`config.mk`:
```
export PLATFORM = sky130hd
export DESIGN_NAME = gcd_multi_flat
export DESIGN_NICKNAME = d
export VERILOG_FILES = /design/src/rtl/gcd_multi_if.sv /design/src/rtl/gcd_multi.sv /design/src/flat_wrapper.sv
export SDC_FILE = /design/constraint.sdc
export NUM_CORES = 1
export LEC_CHECK = 0
export CORE_MARGIN = 4
export CORE_UTILIZATION = 40
export DETAILED_ROUTE_END_ITERATION = 10
export PLACE_DENSITY = 0.59
export SETUP_SLACK_MARGIN = 0.02
export SLEW_MARGIN = 20
export SYNTH_ARGS = -nofsm -noshare
export SYNTH_HDL_FRONTEND = slang
export SYNTH_SLANG_ARGS = --single-unit
```
`constraint.sdc`:
```
create_clock -name clock -period 4.1 [get_ports clock]
set_clock_uncertainty 0.05 [all_clocks]
set_input_delay 0.82 -clock clock [delete_from_list [all_inputs] [get_ports clock]]
set_output_delay 0.82 -clock clock [all_outputs]
set_load 0.02 [all_outputs]
```
`src/rtl/gcd_multi_if.sv`:
```
// Request/result handshake bundle for gcd_multi.
// Stats ports exist only when GCD_MULTI_STATS_EN is defined.
interface gcd_multi_if #(
  parameter int unsigned WIDTH = 32,
  parameter int unsigned TAG_W = 4
);
  logic             in_valid;
  logic             in_ready;
  logic [WIDTH-1:0] in_x;
  logic [WIDTH-1:0] in_y;
  logic [TAG_W-1:0] in_tag;
  logic             out_valid;
  logic             out_ready;
  logic [WIDTH-1:0] out_bits;
  logic [TAG_W-1:0] out_tag;
  logic             busy;
`ifdef GCD_MULTI_STATS_EN
  logic [31:0]      stat_done_count;
  logic [15:0]      stat_max_lat;
`endif

  modport master (
    output in_valid, in_x, in_y, in_tag, out_ready,
    input  in_ready, out_valid, out_bits, out_tag, busy
`ifdef GCD_MULTI_STATS_EN
    , input stat_done_count, stat_max_lat
`endif
  );

  modport slave (
    input  in_valid, in_x, in_y, in_tag, out_ready,
    output in_ready, out_valid, out_bits, out_tag, busy
`ifdef GCD_MULTI_STATS_EN
    , output stat_done_count, stat_max_lat
`endif
  );
endinterface

```
`src/rtl/gcd_multi.sv`:
```
// NUM_LANES parallel subtractive GCD lanes with tagged, round-robin, backpressured results.
// Optional statistics counters are built when GCD_MULTI_STATS_EN is defined.
module gcd_multi #(
  parameter int unsigned WIDTH     = 32,
  parameter int unsigned NUM_LANES = 4,
  parameter int unsigned TAG_W     = 4
) (
  input logic         clock,
  input logic         reset_n,
  gcd_multi_if.slave  bus
);

  localparam int unsigned LANE_W = (NUM_LANES > 1) ? $clog2(NUM_LANES) : 1;

  typedef enum logic [1:0] {
    IDLE    = 2'd0,
    COMPUTE = 2'd1,
    DONE    = 2'd2
  } lane_state_e;

  lane_state_e      state_q [NUM_LANES];
  lane_state_e      state_d [NUM_LANES];
  logic [WIDTH-1:0] x_q     [NUM_LANES];
  logic [WIDTH-1:0] x_d     [NUM_LANES];
  logic [WIDTH-1:0] y_q     [NUM_LANES];
  logic [WIDTH-1:0] y_d     [NUM_LANES];
  logic [TAG_W-1:0] tag_q   [NUM_LANES];
  logic [TAG_W-1:0] tag_d   [NUM_LANES];

  logic [LANE_W-1:0] ptr_q, ptr_d;
  logic [LANE_W-1:0] grant_q, grant_d;
  logic              lock_q, lock_d;

  logic [LANE_W-1:0] free_idx;
  logic [LANE_W-1:0] rr_idx;
  logic [LANE_W-1:0] sel;
  logic              any_idle;
  logic              any_busy;
  logic              rr_found;
  logic              out_valid_c;
  logic              accept;
  logic              handshake;

  // Lowest-index idle lane receives the next request.
  always_comb begin
    any_idle = 1'b0;
    any_busy = 1'b0;
    free_idx = '0;
    for (int i = NUM_LANES - 1; i >= 0; i--) begin
      if (state_q[LANE_W'(i)] == IDLE) begin
        any_idle = 1'b1;
        free_idx = LANE_W'(i);
      end else begin
        any_busy = 1'b1;
      end
    end
  end

  // First DONE lane at or after the round-robin pointer.
  always_comb begin
    int unsigned k;
    k        = 0;
    rr_found = 1'b0;
    rr_idx   = '0;
    for (int unsigned i = 0; i < NUM_LANES; i++) begin
      k = (32'(ptr_q) + i) % NUM_LANES;
      if (!rr_found && state_q[LANE_W'(k)] == DONE) begin
        rr_found = 1'b1;
        rr_idx   = LANE_W'(k);
      end
    end
  end

  // A stalled grant stays put so the presented result cannot change under the consumer.
  assign sel         = lock_q ? grant_q : rr_idx;
  assign out_valid_c = lock_q | rr_found;
  assign handshake   = out_valid_c & bus.out_ready;
  assign accept      = bus.in_valid & any_idle;

  always_comb begin
    ptr_d   = ptr_q;
    grant_d = grant_q;
    lock_d  = lock_q;
    for (int unsigned i = 0; i < NUM_LANES; i++) begin
      state_d[i] = state_q[i];
      x_d[i]     = x_q[i];
      y_d[i]     = y_q[i];
      tag_d[i]   = tag_q[i];
      case (state_q[i])
        IDLE: begin
          if (accept && free_idx == LANE_W'(i)) begin
            state_d[i] = COMPUTE;
            x_d[i]     = bus.in_x;
            y_d[i]     = bus.in_y;
            tag_d[i]   = bus.in_tag;
          end
        end
        COMPUTE: begin
          // Result is parked in x once either operand hits zero.
          if (x_q[i] == '0 || y_q[i] == '0) begin
            x_d[i]     = x_q[i] | y_q[i];
            state_d[i] = DONE;
          end else if (x_q[i] > y_q[i]) begin
            x_d[i] = x_q[i] - y_q[i];
          end else begin
            y_d[i] = y_q[i] - x_q[i];
          end
        end
        DONE: begin
          if (handshake && sel == LANE_W'(i)) state_d[i] = IDLE;
        end
        default: state_d[i] = IDLE;
      endcase
    end
    if (handshake) begin
      ptr_d  = (sel == LANE_W'(NUM_LANES - 1)) ? '0 : sel + LANE_W'(1);
      lock_d = 1'b0;
    end else if (out_valid_c) begin
      lock_d  = 1'b1;
      grant_d = sel;
    end
  end

  always_ff @(posedge clock or negedge reset_n) begin
    if (!reset_n) begin
      ptr_q   <= '0;
      grant_q <= '0;
      lock_q  <= 1'b0;
      for (int unsigned i = 0; i < NUM_LANES; i++) begin
        state_q[i] <= IDLE;
        x_q[i]     <= '0;
        y_q[i]     <= '0;
        tag_q[i]   <= '0;
      end
    end else begin
      ptr_q   <= ptr_d;
      grant_q <= grant_d;
      lock_q  <= lock_d;
      for (int unsigned i = 0; i < NUM_LANES; i++) begin
        state_q[i] <= state_d[i];
        x_q[i]     <= x_d[i];
        y_q[i]     <= y_d[i];
        tag_q[i]   <= tag_d[i];
      end
    end
  end

  assign bus.in_ready  = any_idle;
  assign bus.busy      = any_busy;
  assign bus.out_valid = out_valid_c;
  assign bus.out_bits  = out_valid_c ? x_q[sel]   : '0;
  assign bus.out_tag   = out_valid_c ? tag_q[sel] : '0;

`ifdef GCD_MULTI_STATS_EN
  logic [15:0] lat_q [NUM_LANES];
  logic [31:0] done_cnt_q;
  logic [15:0] max_lat_q;
  logic [15:0] hs_lat_c;

  // Latency includes the handshake edge itself.
  assign hs_lat_c = (lat_q[sel] == 16'hFFFF) ? 16'hFFFF : lat_q[sel] + 16'd1;

  always_ff @(posedge clock or negedge reset_n) begin
    if (!reset_n) begin
      done_cnt_q <= '0;
      max_lat_q  <= '0;
      for (int unsigned i = 0; i < NUM_LANES; i++) lat_q[i] <= '0;
    end else begin
      for (int unsigned i = 0; i < NUM_LANES; i++) begin
        if (accept && state_q[i] == IDLE && free_idx == LANE_W'(i)) begin
          lat_q[i] <= '0;
        end else if (state_q[i] != IDLE && lat_q[i] != 16'hFFFF) begin
          lat_q[i] <= lat_q[i] + 16'd1;
        end
      end
      if (handshake) begin
        done_cnt_q <= done_cnt_q + 32'd1;
        if (hs_lat_c > max_lat_q) max_lat_q <= hs_lat_c;
      end
    end
  end

  assign bus.stat_done_count = done_cnt_q;
  assign bus.stat_max_lat    = max_lat_q;
`endif

endmodule

```
`src/flat_wrapper.sv`:
```
// flat-port wrapper written by rule: the top's interface ports become plain ports
module gcd_multi_flat 
#(
  parameter int unsigned WIDTH     = 32,
  parameter int unsigned NUM_LANES = 4,
  parameter int unsigned TAG_W     = 4
)
  (clock, reset_n, bus_in_valid, bus_in_x, bus_in_y, bus_in_tag, bus_out_ready, bus_in_ready, bus_out_valid, bus_out_bits, bus_out_tag, bus_busy);
  gcd_multi_if #(.WIDTH(WIDTH), .TAG_W(TAG_W)) bus_i ();
  input logic clock;
  input logic reset_n;
  input wire logic [$bits(bus_i.in_valid)-1:0] bus_in_valid;
  input wire logic [$bits(bus_i.in_x)-1:0] bus_in_x;
  input wire logic [$bits(bus_i.in_y)-1:0] bus_in_y;
  input wire logic [$bits(bus_i.in_tag)-1:0] bus_in_tag;
  input wire logic [$bits(bus_i.out_ready)-1:0] bus_out_ready;
  output wire logic [$bits(bus_i.in_ready)-1:0] bus_in_ready;
  output wire logic [$bits(bus_i.out_valid)-1:0] bus_out_valid;
  output wire logic [$bits(bus_i.out_bits)-1:0] bus_out_bits;
  output wire logic [$bits(bus_i.out_tag)-1:0] bus_out_tag;
  output wire logic [$bits(bus_i.busy)-1:0] bus_busy;
  assign bus_i.in_valid = bus_in_valid;
  assign bus_i.in_x = bus_in_x;
  assign bus_i.in_y = bus_in_y;
  assign bus_i.in_tag = bus_in_tag;
  assign bus_i.out_ready = bus_out_ready;
  assign bus_in_ready = bus_i.in_ready;
  assign bus_out_valid = bus_i.out_valid;
  assign bus_out_bits = bus_i.out_bits;
  assign bus_out_tag = bus_i.out_tag;
  assign bus_busy = bus_i.busy;
  gcd_multi #(.WIDTH(WIDTH), .NUM_LANES(NUM_LANES), .TAG_W(TAG_W)) u_core (.clock(clock), .reset_n(reset_n), .bus(bus_i));
endmodule
```
== Yosys cells after proc, flatten, opt, wreduce, memory -nomap -nowiden ==
Cells that the tools add are included.

* $add $sub $neg: 12
* $lt $le $gt $ge: 9
* Equal/unequal tests: 42
* Muxes and demuxes: 86
* Bitwise operators: 13
* Reduce and logical (&&, ||, !) cells: 54

{| class="wikitable"
|+ Operators with widths
! cell !! count
|-
| 2-to-1 mux 32 bit || 27
|-
| one-hot mux 32 bit (2 select lines) || 8
|-
| zero test 32 bit || 8
|-
| subtractor 32 bit || 8
|-
| greater-than comparator 32 bit || 4
|-
| bitwise OR 32 bit || 4
|-
| binary-select mux 32 bit (select 2 bit) || 1
|-
| 2-to-1 mux 2 bit || 28
|-
| == test 2 bit (second input constant) || 12
|-
| one-hot mux 2 bit (3 select lines) || 4
|-
| AND reduction 3 bit || 8
|-
| != test 2 x 1 -> 1 bit (second input constant) || 10
|-
| != test 2 bit (second input constant) || 10
|-
| binary-select mux 2 bit (select 2 bit) || 4
|-
| AND reduction 4 bit || 4
|-
| greater-or-equal comparator 3 bit (second input constant) || 5
|-
| NOT 2 -> 3 bit || 5
|-
| == test 2 x 1 -> 1 bit (second input constant) || 6
|-
| zero test 2 bit || 6
|-
| 2-to-1 mux 4 bit || 3
|-
| != test 3 x 1 -> 1 bit (second input constant) || 4
|-
| logical AND 1 bit || 11
|-
| 2-to-1 mux 1 bit || 10
|-
| AND reduction 2 bit || 5
|-
| other kinds (9) || 21
|}

* Bits in registers: 285
* Word-level logic and storage cells: 235

== Logic depth before layout (Yosys ltp) ==
* Depth in word-level cells: 21
* Gate-level depth with buffers: 15

== Least setup slack after synthesis ==
No wires, ideal clock.

* Path kind: register -> output
* Start: register u_core.state_q[4] (netlist name)
* End: output bus_out_bits[25]
* Arrival: 2325 ps
* Data required time: 3230 ps
* Setup slack: 905 ps
* Stages on the path, launching flop included: 11
* Path buffers: 2
* Path through: dfrtp_1 > nor2b_1 > clkbuf_1 > a21o_1 > a21oi_1 > o22ai_1 > nor2_1 > a21oi_1 > nand2_1 > clkbuf_1 > o22ai_1

* Cells in the longest elaborated chain, start to end: 20
* Elaborated cells between the ends (all ways): 37

{| class="wikitable"
|+ RTL lines
! what !! line !! source
|-
| from (decl) || gcd_multi.sv:21 || <nowiki>lane_state_e state_q [NUM_LANES];</nowiki>
|-
| from (signal, indexed assignment) || gcd_multi.sv:140 || <nowiki>state_q[i] <= state_d[i];</nowiki>
|-
| binary-select mux 2 bit (select 2 bit) || gcd_multi.sv:67 || <nowiki>if (!rr_found && state_q[LANE_W'(k)] == DONE) begin</nowiki>
|-
| 2-to-1 mux 2 bit (not written as such) (2 in series) || gcd_multi.sv:67 ||
|-
| == test 2 bit || gcd_multi.sv:67 ||
|-
| 2-to-1 mux 1 bit || gcd_multi.sv:67 ||
|-
| zero test 1 bit || gcd_multi.sv:67 ||
|-
| logical AND 1 bit || gcd_multi.sv:67 ||
|-
| 2-to-1 mux 1 bit || gcd_multi.sv:67 ||
|-
| zero test 1 bit || gcd_multi.sv:67 ||
|-
| [2 not listed] || n/a ||
|-
| zero test 1 bit || gcd_multi.sv:67 ||
|-
| logical AND 1 bit || gcd_multi.sv:67 ||
|-
| 2-to-1 mux 2 bit || gcd_multi.sv:67 ||
|-
| 2-to-1 mux 2 bit || gcd_multi.sv:75 || <nowiki>assign sel = lock_q ? grant_q : rr_idx;</nowiki>
|-
| NOT 2 -> 3 bit (not written as such) || gcd_multi.sv:151 || <nowiki>assign bus.out_bits = out_valid_c ? x_q[sel] : '0;</nowiki>
|-
| binary-select mux 32 bit (select 2 bit) || gcd_multi.sv:151 ||
|-
| 2-to-1 mux 32 bit (not written as such) (2 in series) || gcd_multi.sv:151 ||
|-
| 2-to-1 mux 32 bit * || gcd_multi.sv:151 ||
|-
| to (decl) || flat_wrapper.sv:19 || <nowiki>output wire logic [$bits(bus_i.out_bits)-1:0] bus_out_bits;</nowiki>
|}

Mark *: on every way between the ends. The rest lies on a longest branch, timed or not. The select of a mux whose other input is x is not followed.

== Worst setup path after layout ==
* Start: register u_core.state_q[6] (netlist name)
* End: output bus_out_bits[16]

The elaborated chain is that of the path after synthesis.

==> flow_summary.rst <==
.. list-table::
   :header-rows: 1

   * - Metric
     - Value
   * - Clock root buffer
     - sky130_fd_sc_hd__clkbuf_16
   * - Post-synthesis sequential element count
     - 277
   * - TritonCTS clock tree
     - yes
   * - Worst-skew pair later-pin latency
     - 0.61 ns
   * - Fin. max-slew vios
     - 0
   * - Status
     - finished clean
   * - Share of flip-flops with an asynchronous set or reset
     - 1.00
   * - Number of vias in the routed layout
     - 28800
   * - Post-placement setup slack
     - -0.125 ns
   * - # port buffers
     - 108
   * - Worst Setup Path Type
     - register to primary output
   * - Final weighted congestion in routability-driven placement
     - 0.987
   * - # H-tree levels
     - 2
   * - Final critical-path setup slack
     - 0.0755 ns
   * - Global-route wire length before repair
     - 172000 um
   * - Total Power
     - 31.3 mW
   * - CP max-delay cell
     - sky130_fd_sc_hd__dfrtp_1
   * - Total CTS buffers
     - 40
   * - IR drop worst, VDD
     - 675 uV
   * - Commonest non-fill, non-tap cell in the layout
     - sky130_fd_sc_hd__inv_1
   * - Switching part of the total
     - 0.526
   * - Effective utilization at floorplan
     - 0.403
   * - Most used cells in the layout excluding fill and tap cells
     - sky130_fd_sc_hd__inv_1, sky130_fd_sc_hd__ha_1, sky130_fd_sc_hd__a21oi_1
   * - Share of the yosys chip area belonging to registers
     - 0.236
   * - Core Area
     - 0.0728 mm2
   * - Total Neg Setup Slack
     - 0 ns
   * - CP Capture Type
     - primary output
   * - Data arrival time of the critical path
     - 3.15 ns
   * - Synth Warn #
     - 0
   * - Tot GR Track Use
     - 0.286
   * - Relative slew slack
     - 0.353
   * - Critical path startpoint category
     - register
   * - Routed len/inst
     - 23.8 um
   * - Floorplan die width
     - 279 um
   * - Clock sinks
     - 277
   * - Required @ worst endpoint
     - 3.23 ns
   * - Iteration-0 DRC Markers
     - 3008
   * - Total standard cell area after synthesis
     - 0.0293 mm2
   * - Cells after synthesis
     - 3732
   * - Vias in the first global route
     - 27200
   * - Mean cell area of the mapped netlist
     - 7.86 um2
   * - Shortest clock period the worst path allows after layout
     - 4.02 ns
   * - Total iterations of the first detailed-routing run
     - 5
   * - Ratio of cells with drive above 1 in the final layout
     - 0.0879
   * - Sum of routed wire length over all layers
     - 116000 um
   * - Share of power burned in registers
     - 0.157
   * - Core Rows
     - 99
   * - Number of nets with antenna violations after detailed routing
     - 0
   * - Detailed-route vias per instance
     - 5.91
   * - Clock input transition at the sequential cells of the worst setup and hold paths
     - 0.06 ns
   * - Fin crit share
     - 0.982
   * - Initial antenna violation count
     - 12
   * - I/O Pins
     - 111
   * - Net count reported at finish
     - 4333
   * - Distinct cells, synth
     - 96
   * - Most frequently used flop master after synthesis
     - sky130_fd_sc_hd__dfrtp_1
   * - Maximum fanout encountered on the critical timing path
     - 29
   * - P_int
     - 14.9 mW
   * - Count of maximum capacitance violations
     - 0
   * - Power Density
     - 924 mW/mm2
   * - RSZ-0062 raised after global routing
     - no
   * - Fin Hold WS
     - 0.240 ns
   * - Maximum number of pins on one net before global-route repair
     - 89
   * - Area growth, synth to finish
     - 15.7%
   * - Tightest Pin Transition
     - 0.947 ns
   * - Count of hold-fix buffers inserted at cts
     - 0
   * - Net switching component of the power
     - 16.5 mW
   * - Buffers from clock root to sink, at most
     - 3
   * - GRT overflow
     - 0
   * - Peak Freq
     - 248 MHz
   * - Hold Violations, Final
     - 0
   * - Floorplan die area
     - 0.0777 mm2
   * - Leakage
     - 15.2 nW
   * - Final number of setup-violating endpoints
     - 0
   * - Reg2Reg Setup Slack
     - 0.10 ns
   * - Die height
     - 279 um
   * - Part of the power in combinational logic
     - 0.714
   * - DPL Wire Length
     - 92200 um
   * - Number of synthesized flops with an enable pin
     - 0
   * - Largest stage delay on the critical path
     - 0.44 ns
   * - Clock network power share
     - 0.129
   * - Drt drc
     - 0
   * - Crit-path cells
     - nand2b_1, nor2_1, o31a_1, o31a_2, buf_8, mux2i_1, o22ai_1, dlygate4sd2_1
   * - Worst min-delay path class
     - primary input to asynchronous set/reset pin
## cell type report
type | count | area, um2
tap | 959 | 1200
sequential | 277 | 6930
antenna | 8 | 20.0
inverter | 411 | 1540
clock inverter | 23 | 367
fill | 7344 | 38900
multi-input combinational | 2857 | 20200
timing repair buffer | 282 | 2510
clock buffer | 50 | 1130
## cell usage after synthesis (24+ instances only)
master / count / share of area
sky130_fd_sc_hd__clkbuf_1: 133 / 0.017
sky130_fd_sc_hd__a211oi_1: 46 / 0.012
sky130_fd_sc_hd__inv_1: 402 / 0.051
sky130_fd_sc_hd__dfrtp_1: 277 / 0.24
sky130_fd_sc_hd__nor3_1: 68 / 0.012
sky130_fd_sc_hd__o211ai_1: 74 / 0.019
sky130_fd_sc_hd__o221ai_1: 24 / 0.0072
sky130_fd_sc_hd__o21ai_0: 235 / 0.040
sky130_fd_sc_hd__nor2_1: 319 / 0.041
sky130_fd_sc_hd__o31ai_1: 44 / 0.011
sky130_fd_sc_hd__a21oi_1: 377 / 0.064
sky130_fd_sc_hd__a31oi_1: 37 / 0.0079
sky130_fd_sc_hd__xnor2_1: 206 / 0.062
sky130_fd_sc_hd__nand2b_1: 26 / 0.0055
sky130_fd_sc_hd__nand2_1: 261 / 0.033
sky130_fd_sc_hd__ha_1: 384 / 0.16
sky130_fd_sc_hd__nand3_1: 48 / 0.0082
sky130_fd_sc_hd__nor4_1: 99 / 0.021
sky130_fd_sc_hd__o21bai_1: 80 / 0.020
sky130_fd_sc_hd__mux2i_1: 83 / 0.028
sky130_fd_sc_hd__nor2b_1: 50 / 0.011
sky130_fd_sc_hd__nand4_1: 36 / 0.0077
sky130_fd_sc_hd__buf_2: 33 / 0.0056
sky130_fd_sc_hd__o22ai_1: 45 / 0.0096
## power groups by stage
stage	Clock (mW)	Sequential, mW	Combinational [mW]
after floorplan	0	4.26	14.9
after global placement	0	4.87	21.8
after detailed placement	0	4.85	21.8
after CTS	4.09	4.82	21.8
after global routing	4.18	4.94	24.1
final	4.04	4.93	22.4
## cell families (layout without fill, tap and decap cells)
| kind of cell | after synthesis | after routing | share of synthesized area |
|---|---|---|---|
| DFF | 277 | 277 | 0.236 |
| buffers and inverters | 599 | 766 | 0.0801 |
| muxes | 97 | 97 | 0.0341 |
| AOI/OAI and AO/OA | 1161 | 1161 | 0.256 |
| and+or+nand+nor | 981 | 981 | 0.157 |
| adders and majority gates | 392 | 392 | 0.169 |
| xor gates and xnor gates | 224 | 224 | 0.0669 |
| other | 1 | 10 | 0.000128 |
## routing by layer
metal	track usage	up-vias	part of all wire
li1	-	13400	-
met1	0.381	13900	0.43
met2	0.442	1239	0.43
met3	0.0849	223	0.10
met4	0.0989	6	0.039
met5	0.00672	-	0.00039
## stage by stage
| stage | utilization | cells | instance area (um2) |
|---|---|---|---|
| 2_1_floorplan | - | 3733 | 29300 |
| 3_5_place_dp | 0.444 | 4785 | 32300 |
| 6_report | 0.466 | 4867 | 33900 |
| 4_1_cts | 0.465 | 4858 | 33900 |
| 3_3_place_gp | 0.444 | 4785 | 32300 |
| 5_1_grt | 0.465 | 4859 | 33900 |
## critical path, delay by kind of cell, from the launching register on
family	cells	cell delay (ns)
compound gates	3	0.97
buf+inv	2	0.64
flops	1	0.44
mux	1	0.23
simple gates	2	0.26
## flip-flops by register name (all words and copies together) (netlist names)
register        flops
u_core.ptr_q        2
u_core.lock_q       1
u_core.grant_q      2
u_core.x_q        128
u_core.state_q      8
u_core.tag_q        8
u_core.y_q        128
## path summary, 6_finish.rpt
check                                                   start                     endpoint  cells after the start
worst max-delay path            u_core.state_q[6]$_DFFE_PN0P_             bus_out_bits[16]                      8
max in group asynchronous                             reset_n   u_core.y_q[50]$_DFFE_PN0P_                      2
worst min-delay path                                  reset_n   u_core.y_q[76]$_DFFE_PN0P_                      1
min in group clock                u_core.tag_q[9]$_DFFE_PN0P_  u_core.tag_q[9]$_DFFE_PN0P_                      1
worst min register to register    u_core.tag_q[9]$_DFFE_PN0P_  u_core.tag_q[9]$_DFFE_PN0P_                      1
worst max register to register     u_core.x_q[87]$_DFFE_PN0P_   u_core.x_q[72]$_DFFE_PN0P_                     13
## repair_timing
action,in CTS,in global routing
gates resized for setup,41,27
setup endpoints to repair,36,69
buffers inserted,0,1
Power figures use the tool's default switching activity.
